**config.mk**
```make
export PLATFORM = sky130hd
export DESIGN_NAME = cpu_mem_if
export DESIGN_NICKNAME = d
export VERILOG_FILES = /design/src/rtl/cpu_mem_if_pkg.sv /design/src/rtl/cpu_mem_if.sv
export SDC_FILE = /design/constraint.sdc
export NUM_CORES = 1
export LEC_CHECK = 0
export BUFFER_PORTS_ARGS = -buffer_cell sky130_fd_sc_hd__buf_2
export CAP_MARGIN = 20
export CORE_ASPECT_RATIO = 1.2
export CORE_MARGIN = 5
export CORE_UTILIZATION = 45
export CTS_BUF_LIST = sky130_fd_sc_hd__clkbuf_4
export CTS_CLUSTER_DIAMETER = 150
export CTS_CLUSTER_SIZE = 28
export DETAILED_ROUTE_END_ITERATION = 6
export PLACE_DENSITY = 0.7
export SYNTH_ARGS = -nofsm -noshare
export SYNTH_HDL_FRONTEND = slang
export SYNTH_SLANG_ARGS = --single-unit
```
**constraint.sdc**
```tcl
create_clock -name clk -period 5.5 [get_ports clk]
set_clock_uncertainty 0.2 [all_clocks]
set_input_delay 0.275 -clock clk [delete_from_list [all_inputs] [get_ports clk]]
set_output_delay 0.275 -clock clk [all_outputs]
set_load 0.02 [all_outputs]
```
**src/rtl/cpu_mem_if_pkg.sv**
```systemverilog
// Shared encodings for the CPU memory bridge: CPU mode codes and FSM states.
package cpu_mem_if_pkg;

    typedef enum logic [1:0] {
        CPU_STOP = 2'b00,
        CPU_LOAD = 2'b01,
        CPU_RUN  = 2'b10,
        CPU_STEP = 2'b11
    } cpustate_e;

    typedef enum logic [2:0] {
        ST_IDLE    = 3'd0,
        ST_RD      = 3'd1,
        ST_RD_WAIT = 3'd2,
        ST_WR      = 3'd3,
        ST_LD_WR   = 3'd4,
        ST_DONE    = 3'd5
    } mem_state_e;

    function automatic logic cpu_active(input logic [1:0] cs);
        return (cs == CPU_RUN) || (cs == CPU_STEP);
    endfunction

endpackage

```
**src/rtl/cpu_mem_if.sv**
```systemverilog
// CPU-to-SRAM bridge: times CPU read/write strobes onto a synchronous SRAM and
// streams switch-entered program bytes into RAM while the CPU is in LOAD mode.
module cpu_mem_if
    import cpu_mem_if_pkg::*;
#(
    parameter int AW = 16,
    parameter int DW = 8,
    parameter int RD_LAT = 1,
    parameter logic [AW-1:0] LOAD_BASE = '0
) (
    input  logic          clk,
    input  logic          rst,
    input  logic [1:0]    cpustate,
    input  logic [AW-1:0] memaddr,
    input  logic [DW-1:0] data_out,
    input  logic          read,
    input  logic          write,
    output logic [DW-1:0] data_in,
    output logic          mem_ready,
    input  logic [DW-1:0] ld_data,
    input  logic          ld_valid,
    output logic          ld_ready,
    output logic [AW-1:0] ld_count,
    output logic          err,
    output logic [AW-1:0] ram_addr,
    output logic [DW-1:0] ram_wdata,
    output logic          ram_ce,
    output logic          ram_we,
    input  logic [DW-1:0] ram_rdata
);

    localparam logic [2:0] WAIT_INIT = 3'(RD_LAT - 1);

    mem_state_e    state_q;
    logic [2:0]    wait_q;
    logic [AW-1:0] ptr_q;
    logic [AW-1:0] ld_count_q;
    logic [AW-1:0] ram_addr_q;
    logic [DW-1:0] ram_wdata_q;
    logic [DW-1:0] data_in_q;
    logic          mem_ready_q;
    logic          ram_ce_q;
    logic          ram_we_q;
    logic          ld_ready_q;
    logic          err_q;
    logic          was_load_q;

    logic          in_load;
    logic          ld_enter;
    logic          ld_take;
    logic [AW-1:0] ld_ptr_d;

    assign in_load  = (cpustate == CPU_LOAD);
    // A LOAD entry and the first byte can coincide; the byte must land at LOAD_BASE.
    assign ld_enter = (state_q == ST_IDLE) && in_load && !was_load_q;
    assign ld_take  = (state_q == ST_IDLE) && ld_valid && ld_ready_q;
    assign ld_ptr_d = ld_enter ? LOAD_BASE : ptr_q;

    always_ff @(posedge clk or posedge rst) begin
        if (rst) begin
            state_q     <= ST_IDLE;
            wait_q      <= '0;
            ptr_q       <= LOAD_BASE;
            ld_count_q  <= '0;
            ram_addr_q  <= '0;
            ram_wdata_q <= '0;
            data_in_q   <= '0;
            mem_ready_q <= 1'b0;
            ram_ce_q    <= 1'b0;
            ram_we_q    <= 1'b0;
            ld_ready_q  <= 1'b0;
            err_q       <= 1'b0;
            was_load_q  <= 1'b0;
        end else begin
            mem_ready_q <= 1'b0;
            ram_ce_q    <= 1'b0;
            ram_we_q    <= 1'b0;
            ld_ready_q  <= 1'b0;
            case (state_q)
                ST_IDLE: begin
                    was_load_q <= in_load;
                    if (ld_enter) begin
                        ptr_q      <= LOAD_BASE;
                        ld_count_q <= '0;
                    end
                    if (in_load && (read || write)) begin
                        err_q <= 1'b1;
                    end
                    if (ld_take) begin
                        ram_addr_q  <= ld_ptr_d;
                        ram_wdata_q <= ld_data;
                        ram_ce_q    <= 1'b1;
                        ram_we_q    <= 1'b1;
                        ptr_q       <= ld_ptr_d;
                        state_q     <= ST_LD_WR;
                    end else if (cpu_active(cpustate) && write) begin
                        ram_addr_q  <= memaddr;
                        ram_wdata_q <= data_out;
                        ram_ce_q    <= 1'b1;
                        ram_we_q    <= 1'b1;
                        state_q     <= ST_WR;
                        if (read) begin
                            err_q <= 1'b1;
                        end
                    end else if (cpu_active(cpustate) && read) begin
                        ram_addr_q <= memaddr;
                        ram_ce_q   <= 1'b1;
                        state_q    <= ST_RD;
                    end else begin
                        ld_ready_q <= in_load;
                    end
                end
                ST_RD: begin
                    wait_q  <= WAIT_INIT;
                    state_q <= ST_RD_WAIT;
                end
                ST_RD_WAIT: begin
                    if (wait_q == 3'd0) begin
                        data_in_q   <= ram_rdata;
                        mem_ready_q <= 1'b1;
                        state_q     <= ST_DONE;
                    end else begin
                        wait_q <= wait_q - 3'd1;
                    end
                end
                ST_WR: begin
                    mem_ready_q <= 1'b1;
                    state_q     <= ST_DONE;
                end
                ST_LD_WR: begin
                    ptr_q <= ptr_q + 1'b1;
                    if (ld_count_q != {AW{1'b1}}) begin
                        ld_count_q <= ld_count_q + 1'b1;
                    end
                    ld_ready_q <= in_load;
                    state_q    <= ST_IDLE;
                end
                ST_DONE: begin
                    ld_ready_q <= in_load;
                    state_q    <= ST_IDLE;
                end
                default: begin
                    state_q <= ST_IDLE;
                end
            endcase
        end
    end

    assign data_in   = data_in_q;
    assign mem_ready = mem_ready_q;
    assign ld_ready  = ld_ready_q;
    assign ld_count  = ld_count_q;
    assign err       = err_q;
    assign ram_addr  = ram_addr_q;
    assign ram_wdata = ram_wdata_q;
    assign ram_ce    = ram_ce_q;
    assign ram_we    = ram_we_q;

endmodule

```
=== Word level (Yosys, flattened, before mapping) ===
Index checks and enable logic that the tools add are counted.

* Add/subtract/negate cells: 3
* Eq/ne operators: 14
* Multiplexer cells: 34
* Reductions and logical operators: 23

{| class="wikitable"
|+ Operators with widths
! operator !! number
|-
| $mux 16 || 6
|-
| $pmux 16 s2 || 2
|-
| $add 16x1->16 const B || 2
|-
| $mux 8 || 2
|-
| $ne 16x16->1 const B || 1
|-
| $mux 1 || 15
|-
| $mux 3 || 5
|-
| $pmux 3 s4 || 1
|-
| $reduce_and 2->1 || 5
|-
| $ne 2x2->1 const B || 4
|-
| $logic_and 1x1->1 || 7
|-
| $eq 3x2->1 const B || 2
|-
| $eq 3x3->1 const B || 2
|-
| $logic_not 3->1 || 2
|-
| $pmux 3 s2 || 1
|-
| $reduce_bool 2->1 || 3
|-
| $eq 2x2->1 const B || 2
|-
| $ne 4x2->1 const B || 1
|-
| $pmux 1 s2 || 2
|-
| $eq 3x1->1 const B || 1
|-
| $reduce_and 3->1 || 1
|-
| $reduce_bool 3->1 || 1
|-
| $sub 3x1->3 const B || 1
|-
| $eq 2x1->1 const B || 1
|-
| other kinds (3) || 4
|}

* Bits in registers: 76
* Output and inout bits: 53

=== Logic depth before layout (Yosys ltp) ===
Gate-level depths: netlist of the first run.

* Depth in word-level cells: 7
* Mapped depth: 7
* Depth with buffers taken out: 6

=== Least setup slack after synthesis of the first run ===
OpenSTA, ideal clock, no wires.

* Kind: register -> register
* Start: register state_q[0]
* End: register ld_count_q[6] (netlist: ld_count[6])
* Setup time: 0.083 ns
* Arrival time: 1.829 ns
* Path slack: 3.389 ns
* Stages on the path, launching flop included: 6
* Buffers on the path: 1
* Clock period less this slack: 2.111 ns
* Cell sequence: dfrtp_1 buf_6 or3b_4 or4_1 or4_1 o21ai_0

* Cells in the longest elaborated chain, start to end: 5
* Elaborated cells between the ends (all ways): 9

{| class="wikitable"
|+ RTL lines
! element !! line !! source
|-
| from (decl) || cpu_mem_if.sv:34 || <nowiki>mem_state_e state_q;</nowiki>
|-
| from (signal assigned) || cpu_mem_if.sv:61 || <nowiki>state_q <= ST_IDLE;</nowiki>
|-
| from (signal assigned) || cpu_mem_if.sv:95 || <nowiki>state_q <= ST_LD_WR;</nowiki>
|-
| from (signal assigned) || cpu_mem_if.sv:101 || <nowiki>state_q <= ST_WR;</nowiki>
|-
| $logic_not 3->1 || cpu_mem_if.sv:55, cpu_mem_if.sv:79 ||
|-
| $logic_and 1x1->1 (2 in a row) || cpu_mem_if.sv:55 || <nowiki>assign ld_enter = (state_q == ST_IDLE) && in_load && !was_load_q;</nowiki>
|-
| $ne 2x2->1 (no source line) || n/a ||
|-
| $reduce_and 3->1 (no source line) || n/a ||
|-
| to (signal assigned) || cpu_mem_if.sv:133 || <nowiki>ld_count_q <= ld_count_q + 1'b1;</nowiki>
|-
| to (decl) || cpu_mem_if.sv:37 || <nowiki>logic [AW-1:0] ld_count_q;</nowiki>
|}

Several ways; a longest one is shown, not always the timed one.
A chain may end at the register's enable or synchronous reset.

=== Worst setup path in the final report of the first run ===
* Start: register state_q[0]
* End: register ram_addr_q[9] (netlist: ram_addr[9])

* Cells in the longest elaborated chain, start to end: 5
* Elaborated cells between the ends (all ways): 9

{| class="wikitable"
|+ RTL lines
! element !! line !! source
|-
| $logic_not 3->1 * || cpu_mem_if.sv:55, cpu_mem_if.sv:56, cpu_mem_if.sv:79 ||
|-
| $logic_and 1x1->1, on equally long branches (2 in a row) || cpu_mem_if.sv:56, cpu_mem_if.sv:55 ||
|-
| $reduce_bool 3->1 (no source line) or $mux 16 (tied branches) || n/a ||
|-
| $reduce_and 2->1 (no source line) or $mux 16 (tied branches) || n/a ||
|-
| to (signal assigned) || cpu_mem_if.sv:90 || <nowiki>ram_addr_q <= ld_ptr_d;</nowiki>
|-
| to (signal assigned) || cpu_mem_if.sv:97 || <nowiki>ram_addr_q <= memaddr;</nowiki>
|-
| to (signal assigned) || cpu_mem_if.sv:106 || <nowiki>ram_addr_q <= memaddr;</nowiki>
|-
| to (decl) || cpu_mem_if.sv:38 || <nowiki>logic [AW-1:0] ram_addr_q;</nowiki>
|}

Mark *: on every way between the ends. The rest lies on a longest branch, timed or not.

==> summary.md, run 1 <==
| Metric | Value |
|---|---|
| Cell taking the most area after synthesis | `dfrtp_1` |
| Die Height | `110.8 um` |
| Post-route cell area | `4976 um2` |
| CTS tree | `yes` |
| Commonest register cell after synthesis | `dfrtp_1` |
| Clock transition at the registers of the reported paths | `0.13 ns` |
| Synth warn | `0` |
| Normalized max-slew margin | `29.56%` |
| Sequential area share after synthesis | `49.90%` |
| Post-synth EDFFs | `0` |
| Setup TNS Final | `0 ns` |
| DRC viols | `0` |
| Core box area | `8198 um2` |
| Num CTS Buffers | `9` |
| Worst reg-to-reg path cell count | `4` |
| Post-Synth XOR/XNOR Area | `0.2298%` |
| Async SR Flop Fraction | `100.0%` |
| Seq pwr share | `42.4%` |
| Number of synthesized register bits | `76` |
| Mapped Area | `3811 um2` |
| Clock Sinks | `76` |
| Final Cycle Share | `50.79%` |
| Switch Pwr | `953.8 uW` |
| Max VDD drop | `214.9 uV` |
| Io pins | `100` |
| Synth top area cells | `dfrtp_1, o21ai_0, mux2i_1, nand2_1, a21oi_1` |
| Starting Density | `46.49%` |
| Reg2reg start | `state_q[0]$_DFFE_PP0P_` |
| Number of global-route vias before repair | `3543` |
| Synth Area in Adders | `1.313%` |
| Final Hold Fails | `0` |
| Synth top cells by count | `dfrtp_1, nand2_1, o21ai_0, a21oi_1, nor2_1` |
| Pin count of the biggest net entering global routing | `77` |
| Post-synthesis simple-gate area fraction | `19.27%` |
| Critical path class | `reg2reg` |
| Routed Antenna Nets | `0` |
| Synth Net Count | `443` |
| Root Buffer | `clkbuf_4` |
| Synth Instances | `392` |
| First-pass GRT wire length | `16.86 mm` |
| Port Buf Inserts | `99` |
| Largest family of logic cells by synthesized area | `simple AND/OR/NAND/NOR gates` |
| Crit-path max cell delay | `0.95 ns` |
| Dpl hpwl | `6.576 mm` |
| Vias per std cell | `5.483` |
| Cts repair resizes | `0` |
| Die area | `10420 um2` |
| Clock Latency Late Sink | `0.42 ns` |
| Compound-Gate Fraction of Synth Area | `17.53%` |
| HP Start | `cpustate[0]` |
| DR iter-0 viols | `205` |
| H-Tree Depth | `3` |
| Worst r2r dst | `ram_addr[9]$_DFFE_PP0P_` |
| Final setup vio count | `0` |
| Worst Setup End Kind | `register` |
| Drt wl/cell | `15.09 um` |
| Cell row count | `36` |
| Final Wtd Congestion | `0.8897` |
| FMAX | `0.3580 GHz` |
| Pint | `1.299 mW` |
| Hold depth | `4` |
| Post-synthesis mux area share | `7.649%` |
| Filler cells | `696` |
| RSZ-0062 raised after global routing | `false` |
| Clock share of power | `14.9%` |
| Area after DPL | `4377 um2` |
| Cells along the critical path | `nor4b_1 > nor2b_2 > mux2i_1 > o21ai_0` |
| Slowest CP cell | `nor2b_2` |
| Critical Path RT | `5.61 ns` |
| CP max FO | `17` |
| Gate power share | `42.7%` |
| ANT cells | `0` |
| Layout Area Growth over Synthesis | `30.56%` |
| Avg Cell Area, Syn | `9.722 um2` |
| MaxCap Viol Count | `0` |
| Via Count | `3564` |
| Leak Pwr | `2.185 nW` |
| Die width | `94.01 um` |
| Yosys cell types | `45` |
| Outcome | `complete, no violations` |
| Yosys top cell area share | `49.90%` |
| First-pass DRT Iterations | `4` |
| Initial antenna violation count | `0` |
| Register-to-register setup slack | `2.71 ns` |
| Hold Path End | `was_load_q$_DFFE_PP0P_` |
| Worst Tran Pin Value | `1.052 ns` |
| Worst-case clock buffer depth | `2` |
| GRT Util Overall | `19.97%` |
| Crit path launch type | `register` |
| Count leader, synth | `dfrtp_1` |
| Total Routed Length | `9.807 mm` |
| Sw Ratio | `42.34%` |
| Slew Limit Fails | `0` |
| Power Density | `452.7 nW/um2` |
| Critical Path AT | `2.91 ns` |
| GRT Residual Overflow | `0` |
| Worst min-delay path category | `in2reg` |
| Share of layout cells above drive strength 1 | `26.12%` |
| Minimum clock period after layout | `2.793 ns` |
| Final #Nets | `582` |
-- flip-flops by register name, summed over array words and instances (netlist names) --
signal / flops
data_in: 8
ram_ce: 1
mem_ready: 1
ld_count: 16
ram_addr: 16
ram_wdata: 8
err: 1
ram_we: 1
state_q: 3
ptr_q: 16
was_load_q: 1
ld_ready: 1
wait_q: 3
-- power by group through the flow --
stage | clock, mW | sequential [mW] | combinational [mW]
after global placement | 0 | 0.957 | 0.882
final | 0.335 | 0.956 | 0.962
after global routing | 0.371 | 0.994 | 1.05
after floorplan | 0 | 1.08 | 0.488
after detailed placement | 0 | 0.961 | 0.902
after CTS | 0.346 | 0.951 | 0.966
-- per-layer routing --
| metal | global-route usage [%] | routed length [um] | vias to the layer above | share of wire [%] |
|---|---|---|---|---|
| li1 | - | - | 1728 | - |
| met1 | 25.49 | 4062 | 1685 | 41 |
| met2 | 32.69 | 4965 | 120 | 51 |
| met3 | 3.327 | 451 | 31 | 4.6 |
| met4 | 9.249 | 328 | 0 | 3.3 |
| met5 | 0 | 0 | - | 0 |
-- per-stage QoR --
| step | utilization [%] | cells | power (mW) | setup WS [ns] | hold WS (ns) |
|---|---|---|---|---|---|
| 2_1_floorplan | - | 392 | 1.570 | 3.087 | 0.2216 |
| 3_3_place_gp | 53.39 | 588 | 1.839 | 2.721 | 0.2503 |
| 3_5_place_dp | 53.39 | 588 | 1.863 | 2.635 | 0.2590 |
| 4_1_cts | 60.52 | 649 | 2.263 | 2.104 | 0.04291 |
| 5_1_grt | 60.70 | 650 | 2.420 | 2.464 | 0.08632 |
| 6_report | 60.70 | 650 | 2.253 | 2.707 | 0.07004 |
-- layout by cell type (no fill, tap or decap), drive strengths merged, types with 2 or more instances in the layout --
master / Yosys / final
o41ai: 2 / 2
a21oi: 27 / 27
nor2: 21 / 21
a31oi: 6 / 6
nor3b: 3 / 3
buf: 7 / 104
or4b: 2 / 2
o31ai: 6 / 6
or2: 5 / 5
o21ai: 41 / 41
nor2b: 3 / 3
inv: 12 / 13
dlygate4sd3: 0 / 45
a41oi: 2 / 2
dfrtp: 76 / 76
mux2i: 19 / 19
clkinvlp: 0 / 2
and4: 4 / 4
clkbuf: 14 / 9
nor3: 9 / 9
nand2: 44 / 44
ha: 4 / 4
and3: 3 / 3
o22ai: 3 / 3
o2bb2ai: 8 / 8
o211ai: 6 / 6
nand3b: 2 / 2
mux2: 9 / 9
nand3: 15 / 15
clkinv: 1 / 4
nand4: 9 / 9
or4: 8 / 8
a22o: 5 / 5
a31o: 2 / 2
or3: 6 / 6
-- logic make-up after synthesis --
kind of cell	Yosys count
AOI/OAI and AO/OA	110
xor gates and xnor gates	1
adders and majority gates	4
buffers and inverters	34
DFF	76
muxes	28
and+or+nand+nor	139
-- how the worst max path moves through the flow --
stage	start	endpoint	slack, ns	cells after the start
floorplan	rst	data_in[0]$_DFFE_PP0P_	3.09	1
global placement	state_q[0]$_DFFE_PP0P_	ram_wdata[6]$_DFFE_PP0P_	2.72	4
detailed placement	state_q[0]$_DFFE_PP0P_	ram_wdata[0]$_DFFE_PP0P_	2.63	4
CTS	state_q[0]$_DFFE_PP0P_	ram_wdata[2]$_DFFE_PP0P_	2.10	5
global route	state_q[2]$_DFFE_PP0P_	ram_addr[9]$_DFFE_PP0P_	2.46	4
finish	state_q[0]$_DFFE_PP0P_	ram_addr[9]$_DFFE_PP0P_	2.71	4
-- critical path: cells and delay by family, from the launching register on --
family | cells | cell delay, ns
AO/OA/AOI/OAI | 1 | 0.09
flip-flops | 1 | 0.56
multiplexers | 1 | 0.28
AND/OR/NAND/NOR | 2 | 1.55
-- area by class of cell --
type                    count  area, um2  area share, %
clock buffers               9      67.56          1.358
clock inverters             7      66.31          1.333
inverters                  13      48.80         0.9806
multi-input cells         282       1758          35.33
flip-flops and latches     76       1902          38.22
well taps                 114      142.6          2.866
repair buffers            149      991.0          19.91
-- what timing repair did --
| item | 4_1_cts | 5_1_grt |
|---|---|---|
| endpoints found under the hold margin | 114 | 0 |
| setup buffers | 0 | 0 |
| hold buffers | 45 | 0 |
(Power assumes the default switching activity.)
==> inputs of run 2 (changes only) <==
==> constraint.sdc (replaced) <==
create_clock -name clk -period 2.85 [get_ports clk]
set_clock_uncertainty 0.2 [all_clocks]
set_input_delay 0.1425 -clock clk [delete_from_list [all_inputs] [get_ports clk]]
set_output_delay 0.1425 -clock clk [all_outputs]
set_load 0.02 [all_outputs]
==> summary.md, run 2 (same netlist as run 1, synthesis figures left out) <==
| Metric | Value |
|---|---|
| Outcome | `complete, no violations` |
| GRT Residual Overflow | `0` |
| Final setup vio count | `0` |
| Power Density | `873.4 nW/um2` |
| Crit path launch type | `register` |
| CTS tree | `yes` |
| Io pins | `100` |
| Gr busiest metal | `met2` |
| Root Buffer | `clkbuf_4` |
| Starting Density | `46.49%` |
| Worst Setup End Kind | `register` |
| Cell row count | `36` |
| First-pass DRT Iterations | `5` |
| Vias per std cell | `5.515` |
| H-Tree Depth | `3` |
| Commonest cells after routing, fill and taps aside | `buf_2, dfrtp_1, dlygate4sd3_1` |
| First-pass GRT wire length | `17.26 mm` |
| Max VDD drop | `517.2 uV` |
| Pin count of the biggest net entering global routing | `48` |
| Drt wl/cell | `15.78 um` |
| Number of global-route vias before repair | `3609` |
| Final Hold Fails | `0` |
| Met2 usage | `33.92%` |
| Critical Path AT | `2.82 ns` |
| Initial antenna violation count | `0` |
| Die area | `10420 um2` |
| Num CTS Buffers | `9` |
| Final #Nets | `588` |
| Clock transition at the registers of the reported paths | `0.12 ns` |
| Most common cell after layout, fill and taps aside | `buf_2` |
| DR iter-0 viols | `188` |
| Die width | `94.01 um` |
| Total Routed Length | `10.34 mm` |
| CP max FO | `33` |
| GRT Util Overall | `20.39%` |
| Via Count | `3612` |
| Die Height | `110.8 um` |
| Met1 usage | `25.02%` |
| Reg2reg start | `state_q[1]$_DFFE_PP0P_` |
| Dpl hpwl | `6.778 mm` |
| Core box area | `8198 um2` |
| Share of layout cells above drive strength 1 | `26.99%` |
| FMAX | `0.3760 GHz` |
| Worst Tran Pin Value | `0.7795 ns` |
| Setup TNS Final | `0 ns` |
| Normalized max-slew margin | `48.03%` |
| Layout Area Growth over Synthesis | `31.94%` |
| Final Wtd Congestion | `0.8208` |
| Filler cells | `695` |
| Critical path class | `reg2reg` |
| MaxCap Viol Count | `0` |
| Routed Antenna Nets | `0` |
| Worst min-delay path category | `in2async` |
| ANT cells | `0` |
| Critical Path RT | `3.01 ns` |
| RSZ-0062 raised after global routing | `false` |
| Clock Sinks | `76` |
| Critical Path Start | `state_q[1]$_DFFE_PP0P_` |
| Met3 usage in global routing | `3.327%` |
| DRC viols | `0` |
| Total power | `4.392 mW` |
| Port Buf Inserts | `99` |
| Slew Limit Fails | `0` |
| Worst-case clock buffer depth | `2` |
| Clock Latency Late Sink | `0.42 ns` |
| Final Cycle Share | `93.31%` |
| Minimum clock period after layout | `2.659 ns` |
| Leak Pwr | `2.217 nW` |
-- run 2: worst max-delay path, stage by stage, from the launching register on --
cell and delay [ns]:
dfrtp_1 0.56, or3_1 0.48, nor2_2 0.15, buf_4 0.30, a21oi_1 0.13, o2bb2ai_1 0.21
dlygate4sd3_1 0.57
-- run 2: per-layer routing --
layer | share of wire [%] | routed length [um]
met5 | 0 | 0
met4 | 3.9 | 399
met3 | 5.2 | 533
met2 | 50 | 5217
met1 | 41 | 4189
-- run 2: layout make-up --
type / instances / area (um2) / area share [%]
clock inverters: 6 / 56.30 / 1.120
repair buffers: 155 / 1046 / 20.80
clock buffers: 9 / 67.56 / 1.344
flip-flops and latches: 76 / 1903 / 37.85
multi-input cells: 282 / 1764 / 35.08
well taps: 114 / 142.6 / 2.837
inverters: 13 / 48.80 / 0.9704
-- run 2: through the flow --
stage                     area (um2)  cells  utilization, %  hold WS [ns]  setup WS [ns]
after detailed placement        4427    593           54.00       0.06256         0.4346
after CTS                       5021    655           61.25        0.1321         0.1996
after global placement          4427    593           54.00       0.06418         0.4816
after floorplan                 3811    392               -       0.08910         0.5692
after global routing            5029    655           61.34        0.2013        0.04366
final                           5029    655           61.34        0.1848         0.1906
-- run 2: repair_timing --
action,4_1_cts,5_1_grt
gates resized for setup,0,2
endpoints found under the hold margin,68,0
hold buffers,47,0
setup buffers,0,0
setup endpoints to repair,0,7
-- run 2: path summary, 6_finish.rpt --
check                                            to  slack, ns  cells past startpoint
max reg2reg                ram_wdata[5]$_DFFE_PP0P_       0.19                      6
min reg2reg                         err$_DFFE_PP0P_       0.29                      1
max in group asynchronous        ld_ready$_DFF_PP0_       1.57                      4
max                        ram_wdata[5]$_DFFE_PP0P_       0.19                      6
min                        ram_wdata[5]$_DFFE_PP0P_       0.18                      3
min in group clk             data_in[4]$_DFFE_PP0P_       0.29                      3
-- run 2: report_power, final --
group	switching (mW)	internal [mW]	total [mW]
combinational	1.13	0.812	1.94
sequential	0.361	1.46	1.82
clock	0.373	0.256	0.629
total	1.86	2.53	4.39
==> inputs of run 3 (changes only) <==
--- a/config.mk
+++ b/config.mk
@@ -8,13 +8,12 @@
 export BUFFER_PORTS_ARGS = -buffer_cell sky130_fd_sc_hd__buf_2
 export CAP_MARGIN = 20
 export CORE_ASPECT_RATIO = 1.2
-export CORE_MARGIN = 5
-export CORE_UTILIZATION = 45
+export CORE_UTILIZATION = 25
 export CTS_BUF_LIST = sky130_fd_sc_hd__clkbuf_4
 export CTS_CLUSTER_DIAMETER = 150
 export CTS_CLUSTER_SIZE = 28
 export DETAILED_ROUTE_END_ITERATION = 6
-export PLACE_DENSITY = 0.7
+export SETUP_SLACK_MARGIN = 0.3
 export SYNTH_ARGS = -nofsm -noshare
 export SYNTH_HDL_FRONTEND = slang
 export SYNTH_SLANG_ARGS = --single-unit
==> summary.md, run 3 (same netlist as run 1, synthesis figures left out) <==
| Metric | Value |
|---|---|
| Register-to-register setup slack | `0.63 ns` |
| Filler cells | `1546` |
| Worst Setup End Kind | `register` |
| DRC viols | `0` |
| Slew Limit Fails | `0` |
| Final Hold Fails | `0` |
| Leak Pwr | `2.245 nW` |
| Final Wtd Congestion | `0.7884` |
| GRT Residual Overflow | `0` |
| Worst min-delay path category | `in2async` |
| Crit path launch type | `register` |
| Most common cell after layout, fill and taps aside | `buf_2` |
| Number of global-route vias before repair | `3394` |
| Final Cycle Share | `78.05%` |
| Minimum clock period after layout | `2.224 ns` |
| Layout Area Growth over Synthesis | `36.28%` |
| First-pass GRT wire length | `15.61 mm` |
| Core box area | `14960 um2` |
| Clock Latency Late Sink | `0.46 ns` |
| Post-route cell area | `5194 um2` |
| WP buf/inv | `0` |
| Port Buf Inserts | `99` |
| Worst-case clock buffer depth | `2` |
| Critical Path RT | `3.04 ns` |
| Outcome | `complete, no violations` |
| Normalized max-slew margin | `48.14%` |
| Total Routed Length | `10.14 mm` |
| GRT Util Overall | `12.86%` |
| Worst Tran Pin Value | `0.7779 ns` |
| Area after DPL | `4584 um2` |
| Setup TNS Final | `0 ns` |
| Die area | `15740 um2` |
| Pint | `2.511 mW` |
| Gate power share | `43.8%` |
| Critical Path AT | `2.41 ns` |
| Initial antenna violation count | `0` |
| Final setup vio count | `0` |
| Switch Pwr | `1.875 mW` |
| CTS tree | `yes` |
| Final #Nets | `594` |
| Crit-path max cell delay | `0.54 ns` |
| Sw Ratio | `42.75%` |
| Clock Sinks | `76` |
| Routed Antenna Nets | `0` |
| Via Count | `3530` |
| MaxCap Viol Count | `0` |
| RSZ-0062 raised after global routing | `false` |
| CP top delay family | `simple AND/OR/NAND/NOR gates` |
| Seq pwr share | `40.5%` |
| CP max FO | `13` |
| Power Density | `844.5 nW/um2` |
| Drt wl/cell | `13.48 um` |
| Starting Density | `25.48%` |
| Share of layout cells above drive strength 1 | `27.55%` |
| Cells along the critical path | `or3b_4 > or2_1 > or4_1 > a21oi_1` |
| Clock share of power | `15.7%` |
| ANT cells | `0` |
| Die width | `114.7 um` |
| Slack of the critical path | `0.6256 ns` |
| Cell row count | `49` |
| Vias per std cell | `4.694` |
| Commonest cells after routing, fill and taps aside | `buf_2, dfrtp_1, dlygate4sd3_1` |
| Num CTS Buffers | `9` |
| Root Buffer | `clkbuf_4` |
| Slowest CP cell | `or4_1` |
| First-pass DRT Iterations | `4` |
| H-Tree Depth | `3` |
| Clock transition at the registers of the reported paths | `0.13 ns` |
| DR iter-0 viols | `190` |
| Post-placement setup slack | `0.6653 ns` |
| Die Height | `137.3 um` |
| FMAX | `0.4496 GHz` |
| Dpl hpwl | `7.080 mm` |
| Critical path class | `reg2reg` |
| Max VDD drop | `343.6 uV` |
| Pin count of the biggest net entering global routing | `48` |
| Io pins | `100` |
-- run 3: what timing repair did --
action	CTS	global route
buffers inserted	0	0
hold buffers	47	0
endpoints found under the hold margin	68	0
gates resized for setup	0	0
endpoints found under the setup margin	0	0
-- run 3: layout make-up --
class                   count  area (um2)  share of cell area, %
clock buffers              10       75.07                  1.445
clock inverters             6       63.81                  1.229
inverters                  13       48.80                 0.9395
multi-input cells         282        1758                  33.85
flip-flops and latches     76        1902                  36.62
well taps                 204       255.2                  4.914
repair buffers            161        1091                  21.01
-- run 3: worst min-delay path, cell delays in order --
cell and delay, ns:
dlygate4sd3_1 0.53, buf_2 0.12, inv_2 0.49
-- run 3: power by group through the flow --
| stage | registers (mW) | logic (mW) | clock network [mW] |
|---|---|---|---|
| CTS | 1.77 | 1.94 | 0.722 |
| floorplan | 2.09 | 0.942 | 0 |
| finish | 1.78 | 1.92 | 0.690 |
| global placement | 1.77 | 1.84 | 0 |
| global route | 1.83 | 2.12 | 0.763 |
| detailed placement | 1.80 | 1.88 | 0 |
-- run 3: metrics by stage --
stage	hold slack [ns]	std cells	total power, mW	utilization (%)
final	0.1182	752	4.386	34.72
after global routing	0.1676	752	4.705	34.72
after CTS	0.1123	752	4.429	34.72
after detailed placement	0.08902	689	3.674	30.65
after global placement	0.08218	689	3.611	30.65
after floorplan	0.08910	392	3.030	-
-- run 3: path summary, 6_finish.rpt --
check | startpoint | endpoint | cells past startpoint
max | state_q[0]$_DFFE_PP0P_ | ld_count[15]$_DFFE_PP0P_ | 4
min | rst | mem_ready$_DFF_PP0_ | 3
max reg2reg | state_q[0]$_DFFE_PP0P_ | ld_count[15]$_DFFE_PP0P_ | 4
min reg2reg | err$_DFFE_PP0P_ | err$_DFFE_PP0P_ | 1
max in group asynchronous | rst | ram_addr[10]$_DFFE_PP0P_ | 4
min in group clk | ram_rdata[2] | data_in[2]$_DFFE_PP0P_ | 3
-- run 3: routing by layer --
layer  track usage (%)  up-vias  share of wire (%)
li1                  -     1750                  -
met1             14.39     1674                 42
met2             22.76       90                 51
met3             2.728       16                4.3
met4             7.071        0                2.2
met5                 0        -                  0
